<file path="config.mk">
export PLATFORM = sky130hd
export DESIGN_NAME = csr_access_ctrl
export DESIGN_NICKNAME = d
export VERILOG_FILES = /design/src/rtl/csr_pkg.sv /design/src/rtl/csr_rmw_alu.sv /design/src/rtl/csr_access_ctrl.sv
export SDC_FILE = /design/constraint.sdc
export NUM_CORES = 1
export LEC_CHECK = 0
export ABC_AREA = 1
export BUFFER_PORTS_ARGS = -buffer_cell sky130_fd_sc_hd__buf_2
export CORE_ASPECT_RATIO = 0.9
export CORE_UTILIZATION = 23
export CTS_CLUSTER_SIZE = 24
export DETAILED_ROUTE_END_ITERATION = 12
export PLACE_DENSITY = 0.51
export SYNTH_ARGS = -nofsm -noshare
export SYNTH_HDL_FRONTEND = slang
export SYNTH_HIERARCHICAL = 1
export SYNTH_SLANG_ARGS = --single-unit
export TNS_END_PERCENT = 1
</file>
<file path="constraint.sdc">
create_clock -name clock -period 1.8 [get_ports clock]
set_input_delay 0.18 -clock clock [delete_from_list [all_inputs] [get_ports clock]]
set_output_delay 0.18 -clock clock [all_outputs]
set_load 0.05 [all_outputs]
</file>
<file path="src/rtl/csr_pkg.sv">
// Shared types and constants for the CSR access path: Zicsr funct3 encodings,
// sequencer states, requester identity and the well-known CSR addresses.
package csr_pkg;

    localparam int CSR_XLEN   = 32;
    localparam int CSR_ADDR_W = 12;

    typedef enum logic [2:0] {
        CSR_RW  = 3'b001,
        CSR_RS  = 3'b010,
        CSR_RC  = 3'b011,
        CSR_RWI = 3'b101,
        CSR_RSI = 3'b110,
        CSR_RCI = 3'b111
    } csr_op_e;

    typedef enum logic [1:0] {
        ST_IDLE,
        ST_READ,
        ST_WRITE,
        ST_RESP
    } ctrl_state_e;

    typedef enum logic {
        OWN_CORE = 1'b0,
        OWN_DBG  = 1'b1
    } owner_e;

    localparam logic [CSR_ADDR_W-1:0] CSR_MSTATUS   = 12'h300;
    localparam logic [CSR_ADDR_W-1:0] CSR_MISA      = 12'h301;
    localparam logic [CSR_ADDR_W-1:0] CSR_MSCRATCH  = 12'h340;
    localparam logic [CSR_ADDR_W-1:0] CSR_MCYCLE    = 12'hB00;
    localparam logic [CSR_ADDR_W-1:0] CSR_MINSTRET  = 12'hB02;
    localparam logic [CSR_ADDR_W-1:0] CSR_CYCLE     = 12'hC00;
    localparam logic [CSR_ADDR_W-1:0] CSR_MVENDORID = 12'hF11;

    // funct3 000 and 100 are not CSR instructions.
    function automatic logic is_legal_op(input logic [2:0] op);
        return op[1:0] != 2'b00;
    endfunction

endpackage

</file>
<file path="src/rtl/csr_rmw_alu.sv">
// Read-modify-write datapath: from the old CSR value and the request, produce
// the new value, whether the file is actually written, and the core error flag.
module csr_rmw_alu
    import csr_pkg::*;
#(
    parameter int XLEN   = CSR_XLEN,
    parameter int ADDR_W = CSR_ADDR_W
) (
    input  logic [2:0]        op,
    input  logic [XLEN-1:0]   old_val,
    input  logic [XLEN-1:0]   src,
    input  logic              is_dbg,
    input  logic              we,
    input  logic [ADDR_W-1:0] addr,
    output logic [XLEN-1:0]   new_val,
    output logic              do_write,
    output logic              err
);

    logic want_write;
    logic read_only;

    // NOTE: every output gets a default before the case, so no latch is inferred.
    always_comb begin
        new_val    = src;
        want_write = 1'b0;
        if (is_dbg) begin
            want_write = we;
        end else begin
            case (csr_op_e'(op))
                CSR_RW, CSR_RWI: begin
                    new_val    = src;
                    want_write = 1'b1;
                end
                CSR_RS, CSR_RSI: begin
                    new_val    = old_val | src;
                    want_write = |src;
                end
                CSR_RC, CSR_RCI: begin
                    new_val    = old_val & ~src;
                    want_write = |src;
                end
                default: begin
                    new_val    = src;
                    want_write = 1'b0;
                end
            endcase
        end
    end

    // Top quarter of the address map is read-only; debug writes there vanish quietly.
    assign read_only = addr[ADDR_W-1 -: 2] == 2'b11;
    assign do_write  = want_write & ~read_only;
    assign err       = ~is_dbg & want_write & read_only;

endmodule

</file>
<file path="src/rtl/csr_access_ctrl.sv">
// Sequencer for the CSR file's single port: arbitrates core Zicsr ops against
// debug reads/writes and returns the pre-write CSR value to the winner.
module csr_access_ctrl
    import csr_pkg::*;
#(
    parameter int XLEN   = CSR_XLEN,
    parameter int ADDR_W = CSR_ADDR_W
) (
    input  logic              clock,
    input  logic              reset,
    input  logic              core_valid,
    output logic              core_ready,
    input  logic [2:0]        core_op,
    input  logic [ADDR_W-1:0] core_addr,
    input  logic [XLEN-1:0]   core_src,
    output logic              core_rsp_valid,
    output logic [XLEN-1:0]   core_rsp_rdata,
    output logic              core_rsp_err,
    input  logic              dbg_valid,
    output logic              dbg_ready,
    input  logic              dbg_we,
    input  logic [ADDR_W-1:0] dbg_addr,
    input  logic [XLEN-1:0]   dbg_wdata,
    output logic              dbg_rsp_valid,
    output logic [XLEN-1:0]   dbg_rsp_rdata,
    output logic [ADDR_W-1:0] csr_addr,
    output logic              csr_wen,
    output logic [XLEN-1:0]   csr_wdata,
    input  logic [XLEN-1:0]   csr_rdata
);

    ctrl_state_e       state;
    owner_e            last_grant;
    owner_e            owner;
    owner_e            grant_to;
    logic              ready_q;
    logic [2:0]        op_q;
    logic [ADDR_W-1:0] addr_q;
    logic [XLEN-1:0]   src_q;
    logic [XLEN-1:0]   old_q;
    logic              we_q;
    logic              err_q;
    logic              core_req;
    logic              dbg_req;
    logic [XLEN-1:0]   alu_new;
    logic              alu_do_write;
    logic              alu_err;

    assign core_ready = ready_q;
    assign dbg_ready  = ready_q;

    // On a tie the requester that did not win last time gets the port.
    always_comb begin
        core_req = core_valid & ready_q;
        dbg_req  = dbg_valid & ready_q;
        grant_to = OWN_CORE;
        if (dbg_req && !(core_req && last_grant == OWN_DBG)) grant_to = OWN_DBG;
    end

    csr_rmw_alu #(.XLEN(XLEN), .ADDR_W(ADDR_W)) u_alu (
        .op       (op_q),
        .old_val  (csr_rdata),
        .src      (src_q),
        .is_dbg   (owner == OWN_DBG),
        .we       (we_q),
        .addr     (addr_q),
        .new_val  (alu_new),
        .do_write (alu_do_write),
        .err      (alu_err)
    );

    // NOTE: all state updates use non-blocking assignments so every flop sees pre-edge values.
    always_ff @(posedge clock) begin
        if (!reset) begin
            state          <= ST_IDLE;
            last_grant     <= OWN_CORE;
            owner          <= OWN_CORE;
            ready_q        <= 1'b0;
            op_q           <= '0;
            addr_q         <= '0;
            src_q          <= '0;
            old_q          <= '0;
            we_q           <= 1'b0;
            err_q          <= 1'b0;
            core_rsp_valid <= 1'b0;
            core_rsp_rdata <= '0;
            core_rsp_err   <= 1'b0;
            dbg_rsp_valid  <= 1'b0;
            dbg_rsp_rdata  <= '0;
            csr_addr       <= '0;
            csr_wen        <= 1'b0;
            csr_wdata      <= '0;
        end else begin
            core_rsp_valid <= 1'b0;
            dbg_rsp_valid  <= 1'b0;
            case (state)
                ST_IDLE: begin
                    if (core_req || dbg_req) begin
                        last_grant <= grant_to;
                        owner      <= grant_to;
                        ready_q    <= 1'b0;
                        if (grant_to == OWN_CORE) begin
                            op_q   <= core_op;
                            addr_q <= core_addr;
                            src_q  <= core_src;
                            we_q   <= 1'b0;
                        end else begin
                            op_q   <= '0;
                            addr_q <= dbg_addr;
                            src_q  <= dbg_wdata;
                            we_q   <= dbg_we;
                        end
                        if (grant_to == OWN_CORE && !is_legal_op(core_op)) begin
                            state          <= ST_RESP;
                            core_rsp_valid <= 1'b1;
                            core_rsp_rdata <= '0;
                            core_rsp_err   <= 1'b1;
                        end else begin
                            state    <= ST_READ;
                            csr_addr <= (grant_to == OWN_CORE) ? core_addr : dbg_addr;
                        end
                    end else begin
                        ready_q <= 1'b1;
                    end
                end
                ST_READ: begin
                    old_q     <= csr_rdata;
                    err_q     <= alu_err;
                    csr_wen   <= alu_do_write;
                    csr_wdata <= alu_do_write ? alu_new : '0;
                    state     <= ST_WRITE;
                end
                ST_WRITE: begin
                    csr_addr  <= '0;
                    csr_wen   <= 1'b0;
                    csr_wdata <= '0;
                    state     <= ST_RESP;
                    if (owner == OWN_CORE) begin
                        core_rsp_valid <= 1'b1;
                        core_rsp_rdata <= old_q;
                        core_rsp_err   <= err_q;
                    end else begin
                        dbg_rsp_valid <= 1'b1;
                        dbg_rsp_rdata <= old_q;
                    end
                end
                ST_RESP: begin
                    state   <= ST_IDLE;
                    ready_q <= 1'b1;
                end
                default: state <= ST_IDLE;
            endcase
        end
    end

endmodule

</file>
Word level (Yosys, flattened, before mapping)
Cells that the tools add are included.
{ "op_classes": {"n_eq_ne": 14, "muxes": 33, "bitwise_logic": 11, "n_reduce_logical": 21} }
{ "ops": {"columns": ["cell", "n"], "rows": [
  ["$mux 32", 6],
  ["$pmux 32 s2", 3],
  ["$mux 12", 3],
  ["$and 32x32->32", 1],
  ["$not 32->32", 1],
  ["$or 32x32->32", 1],
  ["$reduce_or 32->1", 1],
  ["$pmux 12 s2", 1],
  ["$mux 1", 11],
  ["$pmux 1 s2", 5],
  ["$eq 3x3->1 const B", 3],
  ["$ne 2x2->1 const B", 4],
  ["$pmux 2 s4", 1],
  ["$reduce_bool 2->1", 4],
  ["$eq 2x2->1 const B", 3],
  ["$eq 3x2->1 const B", 2],
  ["$reduce_and 2->1", 3],
  ["$reduce_or 2->1", 3],
  ["$and 1x1->1", 5],
  ["$mux 2", 2],
  ["$reduce_and 4->1", 1],
  ["$reduce_or 4->1", 1],
  ["$eq 3x1->1 const B", 1],
  ["$logic_and 1x1->1", 3],
  ["7 further kinds", 10]
]} }
{ "word_totals": {"register_bits": 197, "in_bits": 128, "elab_cells": 96} }

Logic depth before layout (Yosys ltp)
Gate-level depths: netlist of the first run.
{ "logic_depth": {"depth_word": 10, "mapped_depth": 13, "mapped_depth_nobuf": 11} }

Cells and area by module
The synthesis of the first run kept the hierarchy.
{ "modules_own_cells": {"columns": ["mod", "n_inst", "cells_per_inst", "area_per_inst_um2", "seq_area_each_um2"], "rows": [
  ["csr_access_ctrl", 1, 1044, 7850.0, 3943.8],
  ["csr_rmw_alu", 1, 143, 907.1, 0.0]
]} }

Worst setup path after synthesis of the first run
No wires, ideal clock.
{ "synth_path": {"path_type": "reg-to-reg", "start": "register ready_q, in the netlist core_ready", "end": "register src_q[23]", "setup_time_ns": 0.116, "arrival_time_ns": 1.668, "slack_ns": 0.015, "path_stages_with_launch": 10, "path_buffers": 2, "period_less_slack_ns": 1.785, "path_cell_list": "dfxtp_1 > nand2_1 > nand2_1 > nand2_2 > inv_2 > buf_2 > buf_4 > nand3_1 > o211ai_1 > inv_1"} }
{ "synth_via": {"elab_chain_cells": 6, "elab_cells_between_ends": 9, "cone_classes": "mux: 2; bitwise: 2; reduce/logical: 5"} }
{ "synth_lines": {"columns": ["element", "line", "source"], "rows": [
  ["start: declaration", "csr_access_ctrl.sv:36", "logic ready_q;"],
  ["start signal: assignment", "csr_access_ctrl.sv:78", "ready_q <= 1'b0;"],
  ["start signal: assignment", "csr_access_ctrl.sv:101", "ready_q <= 1'b0;"],
  ["start signal: assignment", "csr_access_ctrl.sv:123", "ready_q <= 1'b1;"],
  ["$and 1x1->1", "csr_access_ctrl.sv:54", "core_req = core_valid & ready_q;"],
  ["$logic_and 1x1->1", "csr_access_ctrl.sv:57", "if (dbg_req && !(core_req && last_grant == OWN_DBG)) grant_to = OWN_DBG;"],
  ["$logic_not 1->1", "csr_access_ctrl.sv:57", null],
  ["$logic_and 1x1->1", "csr_access_ctrl.sv:57", null],
  ["$mux 1", "csr_access_ctrl.sv:57", null],
  ["$mux 32", "csr_access_ctrl.sv:102", "if (grant_to == OWN_CORE) begin"],
  ["end signal: assignment", "csr_access_ctrl.sv:105", "src_q <= core_src;"],
  ["end signal: assignment", "csr_access_ctrl.sv:110", "src_q <= dbg_wdata;"],
  ["end: declaration", "csr_access_ctrl.sv:39", "logic [XLEN-1:0] src_q;"]
]} }
Several ways; a longest one is shown, not always the timed one.
A chain may end at the register's enable or synchronous reset.

Worst setup path in the final report of the first run
{ "layout_path": {"start": "register state[1]", "end": "register src_q[25]"} }
{ "layout_via": {"elab_chain_cells": 2} }
{ "layout_lines": {"columns": ["element", "line", "source"], "rows": [
  ["start: declaration", "csr_access_ctrl.sv:32", "ctrl_state_e state;"],
  ["start signal: assignment", "csr_access_ctrl.sv:75", "state <= ST_IDLE;"],
  ["start signal: assignment", "csr_access_ctrl.sv:114", "state <= ST_RESP;"],
  ["start signal: assignment", "csr_access_ctrl.sv:119", "state <= ST_READ;"],
  ["$logic_not 2->1", "csr_access_ctrl.sv:96", "case (state)"],
  ["$reduce_and 2->1 (no source line)", null, null]
]} }
Every way passes these cells.

==> reports/summary.txt, run 1 <==
Max IR drop VDD = 649.8 uV
startpoint types = register
Mapped Nets = 1,286
max layer used = met4
CP max-delay cell = dfxtp_1
Final Max Tran Viols = 0
area grow syn2layout = 32.86%
die width = 203.6 um
Worst Max-Slew Pin Slew = 0.6510 ns
Gate power share = 48.5%
Buf+Inv Stages, Crit Path = 4
Flop pwr share = 30.6%
post-DR vias/cell = 4.414
Pre-antenna DRT Iters = 7
clk_lat worst skew = 0.45 ns
Power Internal = 9.972 mW
final setup vio count = 0
power per cell area = 1664 nW/um^2
Clock transition at path regs = 0.08 ns
final worst path period share = 93.84%
CTS buffer count = 17
number of global-route vias before repair = 7,843
total die area = 37,340 um^2
Die Y = 183.4 um
outcome = complete, no violations
P_leak = 5.356 nW
post-detail-place hpwl = 20,980 um
Syn Inst Count = 1,153
met2 wire len = 12,870 um
1st-iter DRT viols = 484
worst setup margin = 0.1108 ns
total global-route track usage = 15.76%
final WL = 29,330 um
Worst Path Max Fanout = 50
DP Cell Count = 1,846
WS Path Type = reg -> reg
met3 WL = 1439 um
Design Area, Final = 11,170 um^2
Worst path most repeated cell = inv_1
Worst setup EP type = register
CTS root buf = clkbuf_16
Yosys warning count = 6
GRT overflow = 0
Max H-tree Level = 4
WP depth = 8
core box area = 36,090 um^2
Hold Crit Class = in -> reg
netlist area before placement = 8411 um^2
Power Total = 18.59 mW
worst path required time = 2.13 ns
relative slew slack = 56.50%
Final ANT Viol Nets = 0
CTS max path bufs = 2
Top delay family on crit path = buffers and inverters
GPL Wtd Cong = 0.7993
layout cell share with drive strength beyond 1 = 27.90%
row count = 66
I/O Buffers = 240
critical-path cell list = inv_1, ha_2, nand2_2, inv_2, buf_12, nand3_1, o211ai_1, inv_1
largest net degree at the start of global routing = 60
Area after DPL = 10,360 um^2
hold slack = 0.02768 ns
R2R cell count = 8
Fin Setup TNS = 0 ns
final worst path period need = 1.689 ns
r2r setup slk = 0.11 ns
slowest stage delay, CP = 0.34 ns
CTS tree = built
clock share of power = 21.0%
Post-Route M1 WL = 14,730 um
via total after detailed routing = 8,361
clk_skew = 0.01696 ns
Layout Cells excl Fill = 1,894
hold path cells = 3
Routed wire per std cell = 15.49 um
Critical Path AT = 2.02 ns
Layout Utilization = 30.97%
switch share = 46.37%
number of I/O pins = 242
RSZ-0062 raised after global routing = yes
Setup WS pre-CTS = -0.1212 ns
fin nets = 1,536
maxcap violations = 0
global-route wire length before repair = 45,050 um
clk sinks = 186
Fmax achieved = 0.5920 GHz
DRC = 0
Initial Util = 23.31%
Avg Cell Area, Syn = 7.295 um^2
NetSw = 8.623 mW
Hold Vio Cnt, Final = 0
initial antenna violation count = 2
==> layout make-up <==
| class | count | area (um^2) |
|---|---|---|
| Antenna cell | 2 | 5.005 |
| Clock buffer | 18 | 429.2 |
| Clock inverter | 14 | 180.2 |
| Fill cell | 3910 | 24910 |
| Inverter | 127 | 480.5 |
| Multi-Input combinational cell | 753 | 3796 |
| Sequential cell | 186 | 3724 |
| Tap cell | 476 | 595.6 |
| Timing Repair Buffer | 318 | 1964 |
==> registers in the layout, indices dropped and copies added, names as in the netlist, 2 cells and up <==
| name | count |
|---|---|
| core_rsp_rdata | 32 |
| csr_wdata | 32 |
| dbg_rsp_rdata | 32 |
| old_q | 32 |
| src_q | 32 |
| csr_addr | 12 |
| addr_q | 2 |
| op_q | 2 |
| state | 2 |
==> path summary, 6_finish.rpt <==
path,startpoint,end
hold reg to reg,csr_wdata[24]$_SDFFE_PN0P_,csr_wdata[24]$_SDFFE_PN0P_
hold / removal,csr_rdata[0],old_q[0]$_SDFFE_PN0N_
setup reg to reg,state[1]$_SDFFE_PN0P_,src_q[25]$_SDFFE_PN0P_
setup / recovery,state[1]$_SDFFE_PN0P_,src_q[25]$_SDFFE_PN0P_
==> cells in the final DEF, fill, tap and decap left out, drive strengths merged <==
cell type,count
a21oi,106
a31oi,3
buf,306
bufinv,1
clkbuf,18
clkinv,7
clkinvlp,2
dfxtp,186
diode,2
dlygate4sd3,12
ha,5
inv,131
nand2,280
nand3,108
nand4,32
nor2,98
o211ai,32
o21ai,56
o22ai,32
or2,1
==> worst register-to-register path: stages, from the launching register on <==
cell      delay [ns]
dfxtp_1         0.34
inv_1           0.11
ha_2            0.26
nand2_2         0.14
inv_2           0.13
buf_12          0.24
nand3_1         0.19
o211ai_1        0.12
inv_1           0.05
==> power groups by stage <==
| stage | registers (mW) | logic, mW | clock network [mW] |
|---|---|---|---|
| 2_1_floorplan | 7.07 | 4.81 | 0 |
| 3_3_place_gp | 5.76 | 8.89 | 0 |
| 3_5_place_dp | 5.78 | 8.90 | 0 |
| 4_1_cts | 5.69 | 9.03 | 4.04 |
| 5_1_grt | 5.82 | 9.96 | 4.19 |
| 6_report | 5.69 | 9.01 | 3.90 |
==> metal layers <==
layer	track usage, %	vias up
met5	0	-
met1	22.18	3840
li1	-	4257
met4	4.060	0
met3	3.297	13
met2	24.26	251
==> timing repair <==
item / in CTS / in global routing
pin swaps: 1 / 4
endpoints found under the setup margin: 49 / 92
setup buffers: 0 / 1
gates cloned: 1 / 0
resized for setup: 4 / 10
hold endpoints to repair: 12 / 0
hold buffers: 12 / 0
Note: power is estimated with default switching activity, not from simulation.
==> run 2: changes to the inputs <==
--- a/config.mk
+++ b/config.mk
@@ -8,10 +8,10 @@
 export ABC_AREA = 1
 export BUFFER_PORTS_ARGS = -buffer_cell sky130_fd_sc_hd__buf_2
 export CORE_ASPECT_RATIO = 0.9
-export CORE_UTILIZATION = 23
+export CORE_UTILIZATION = 53
 export CTS_CLUSTER_SIZE = 24
 export DETAILED_ROUTE_END_ITERATION = 12
-export PLACE_DENSITY = 0.51
+export PLACE_DENSITY = 0.9
 export SYNTH_ARGS = -nofsm -noshare
 export SYNTH_HDL_FRONTEND = slang
 export SYNTH_HIERARCHICAL = 1
==> reports/summary.txt, run 2 (same netlist as run 1, synthesis figures left out) <==
P_leak = 5.087 nW
WS Path Type = reg -> reg
worst path required time = 2.12 ns
total global-route track usage = 28.23%
Die Y = 121.5 um
total die area = 16,380 um^2
M2 GR Usage = 44.01%
worst r2r src = core_ready$_SDFFE_PN0P_
Flop pwr share = 33.1%
final setup vio count = 0
Hold Crit Class = in -> reg
1st-iter DRT viols = 702
initial antenna violation count = 0
worst setup margin = 0.09901 ns
GPL Wtd Cong = 0.8684
post-CTS setup buffer count = 0
final WL = 23,130 um
DRC = 0
global-route wire length before repair = 36,310 um
R2R cell count = 10
final worst path period share = 94.50%
Gate power share = 46.9%
die width = 134.8 um
Layout fillers = 1,276
clock share of power = 20.0%
I/O Buffers = 240
fin nets = 1,488
Max IR drop VDD = 1040 uV
multi-input logic area = 3752 um^2
core box area = 15,440 um^2
Final Max Tran Viols = 0
n_diodes = 0
CTS tree = built
Worst Max-Slew Pin Slew = 0.5654 ns
Critical Path AT = 2.02 ns
via total after detailed routing = 8,398
GR peak layer = met2
Final ANT Viol Nets = 0
largest net degree at the start of global routing = 75
outcome = complete, no violations
met1 Use GR = 38.61%
Design Area, Final = 10,360 um^2
Pre-antenna DRT Iters = 5
Setup crit start = core_ready$_SDFFE_PN0P_
Area after DPL = 9757 um^2
post-detail-place hpwl = 16,440 um
clk_lat worst skew = 0.43 ns
CTS buffer count = 17
Setup WS pre-CTS = 0.05257 ns
most common cell after layout, fill and taps aside = nand2_1
relative slew slack = 62.31%
Initial Util = 54.47%
final worst path period need = 1.701 ns
Max H-tree Level = 4
NetSw = 7.995 mW
power per cell area = 1695 nW/um^2
Worst Path Max Fanout = 33
GRT overflow = 0
startpoint types = register
clk sinks = 186
CP endpoint = core_rsp_rdata[4]$_SDFFE_PN0P_
maxcap violations = 0
Routed wire per std cell = 14.73 um
CTS max path bufs = 2
Hold Vio Cnt, Final = 0
r2r setup slk = 0.1 ns
Power Total = 17.56 mW
FF/Latch Area = 3726 um^2
Fmax achieved = 0.5879 GHz
clk_skew = 0.01067 ns
number of global-route vias before repair = 7,343
layout cell share with drive strength beyond 1 = 25.66%
Power Internal = 9.567 mW
row count = 43
CTS root buf = clkbuf_16
Clock transition at path regs = 0.07 ns
met3 Track Usage GR = 6.266%
number of I/O pins = 242
switch share = 45.52%
R2R Path End = core_rsp_rdata[4]$_SDFFE_PN0P_
Worst setup EP type = register
area grow syn2layout = 23.18%
most frequent cells in the layout = nand2_1 (272), buf_2 (239), dfxtp_1 (184)
post-DR vias/cell = 5.349
==> run 2: cell count changes in the layout (fill, tap and decap cells not counted), sizes merged, moves of 2 or more <==
cell,previous run,this run
dlygate4sd3,12,3
diode,2,0
buf,306,268
inv,131,133
==> run 2: critical path: stages (launching register included) <==
cell,delay (ns)
dfxtp_1,0.41
nand2_1,0.16
inv_1,0.16
nand2_4,0.13
nand2_2,0.14
nand2_2,0.10
nand2_4,0.13
buf_12,0.18
nand2_1,0.09
nand2_1,0.06
nor2_1,0.04
==> run 2: what timing repair did <==
| action | 4_1_cts | 5_1_grt |
|---|---|---|
| setup endpoints to repair | 0 | 54 |
| hold buffers | 3 | 0 |
| resized for setup | 0 | 7 |
| hold endpoints to repair | 3 | 0 |
==> run 2: power groups by stage <==
| stage | registers [mW] | clock network, mW | logic (mW) |
|---|---|---|---|
| after floorplan | 7.07 | 0 | 4.81 |
| after detailed placement | 5.86 | 0 | 8.13 |
| final | 5.81 | 3.51 | 8.24 |
| after CTS | 5.78 | 3.56 | 8.17 |
| after global placement | 5.83 | 0 | 7.93 |
| after global routing | 5.92 | 3.77 | 9.04 |
==> run 2: through the flow <==
stage / hold slack [ns] / utilization (%) / setup TNS (ns) / instances
final: 0.02530 / 67.09 / 0 / 1570
after global placement: 0.4203 / 63.19 / 0 / 1535
after global routing: 0.003253 / 67.09 / -0.01126 / 1570
after CTS: 0.002887 / 66.97 / 0 / 1570
after floorplan: 0.3149 / - / 0 / 1153
after detailed placement: 0.4285 / 63.19 / 0 / 1535
==> run 2: routing by layer <==
metal	vias to the layer above	part of all wire [%]
li1	4169	-
met1	3794	44
met2	406	46
met3	29	8.4
met4	0	1.5
met5	-	0
==> run 2: layout make-up <==
type | instances | share of cell area [%]
Multi-Input combinational cell | 752 | 36.22
Timing Repair Buffer | 271 | 15.42
Clock inverter | 14 | 1.208
Sequential cell | 186 | 35.97
Inverter | 127 | 4.601
Tap cell | 202 | 2.440
Clock buffer | 18 | 4.143
==> run 2: worst min-delay path by stage <==
stage | start | to | depth (start not counted)
global placement | csr_rdata[11] | old_q[11]$_SDFFE_PN0N_ | 3
global route | csr_rdata[6] | old_q[6]$_SDFFE_PN0N_ | 3
finish | dbg_we | we_q$_SDFFE_PN0P_ | 3
floorplan | csr_rdata[0] | old_q[0]$_SDFFE_PN0N_ | 2
CTS | dbg_we | we_q$_SDFFE_PN0P_ | 3
detailed placement | csr_rdata[11] | old_q[11]$_SDFFE_PN0N_ | 3
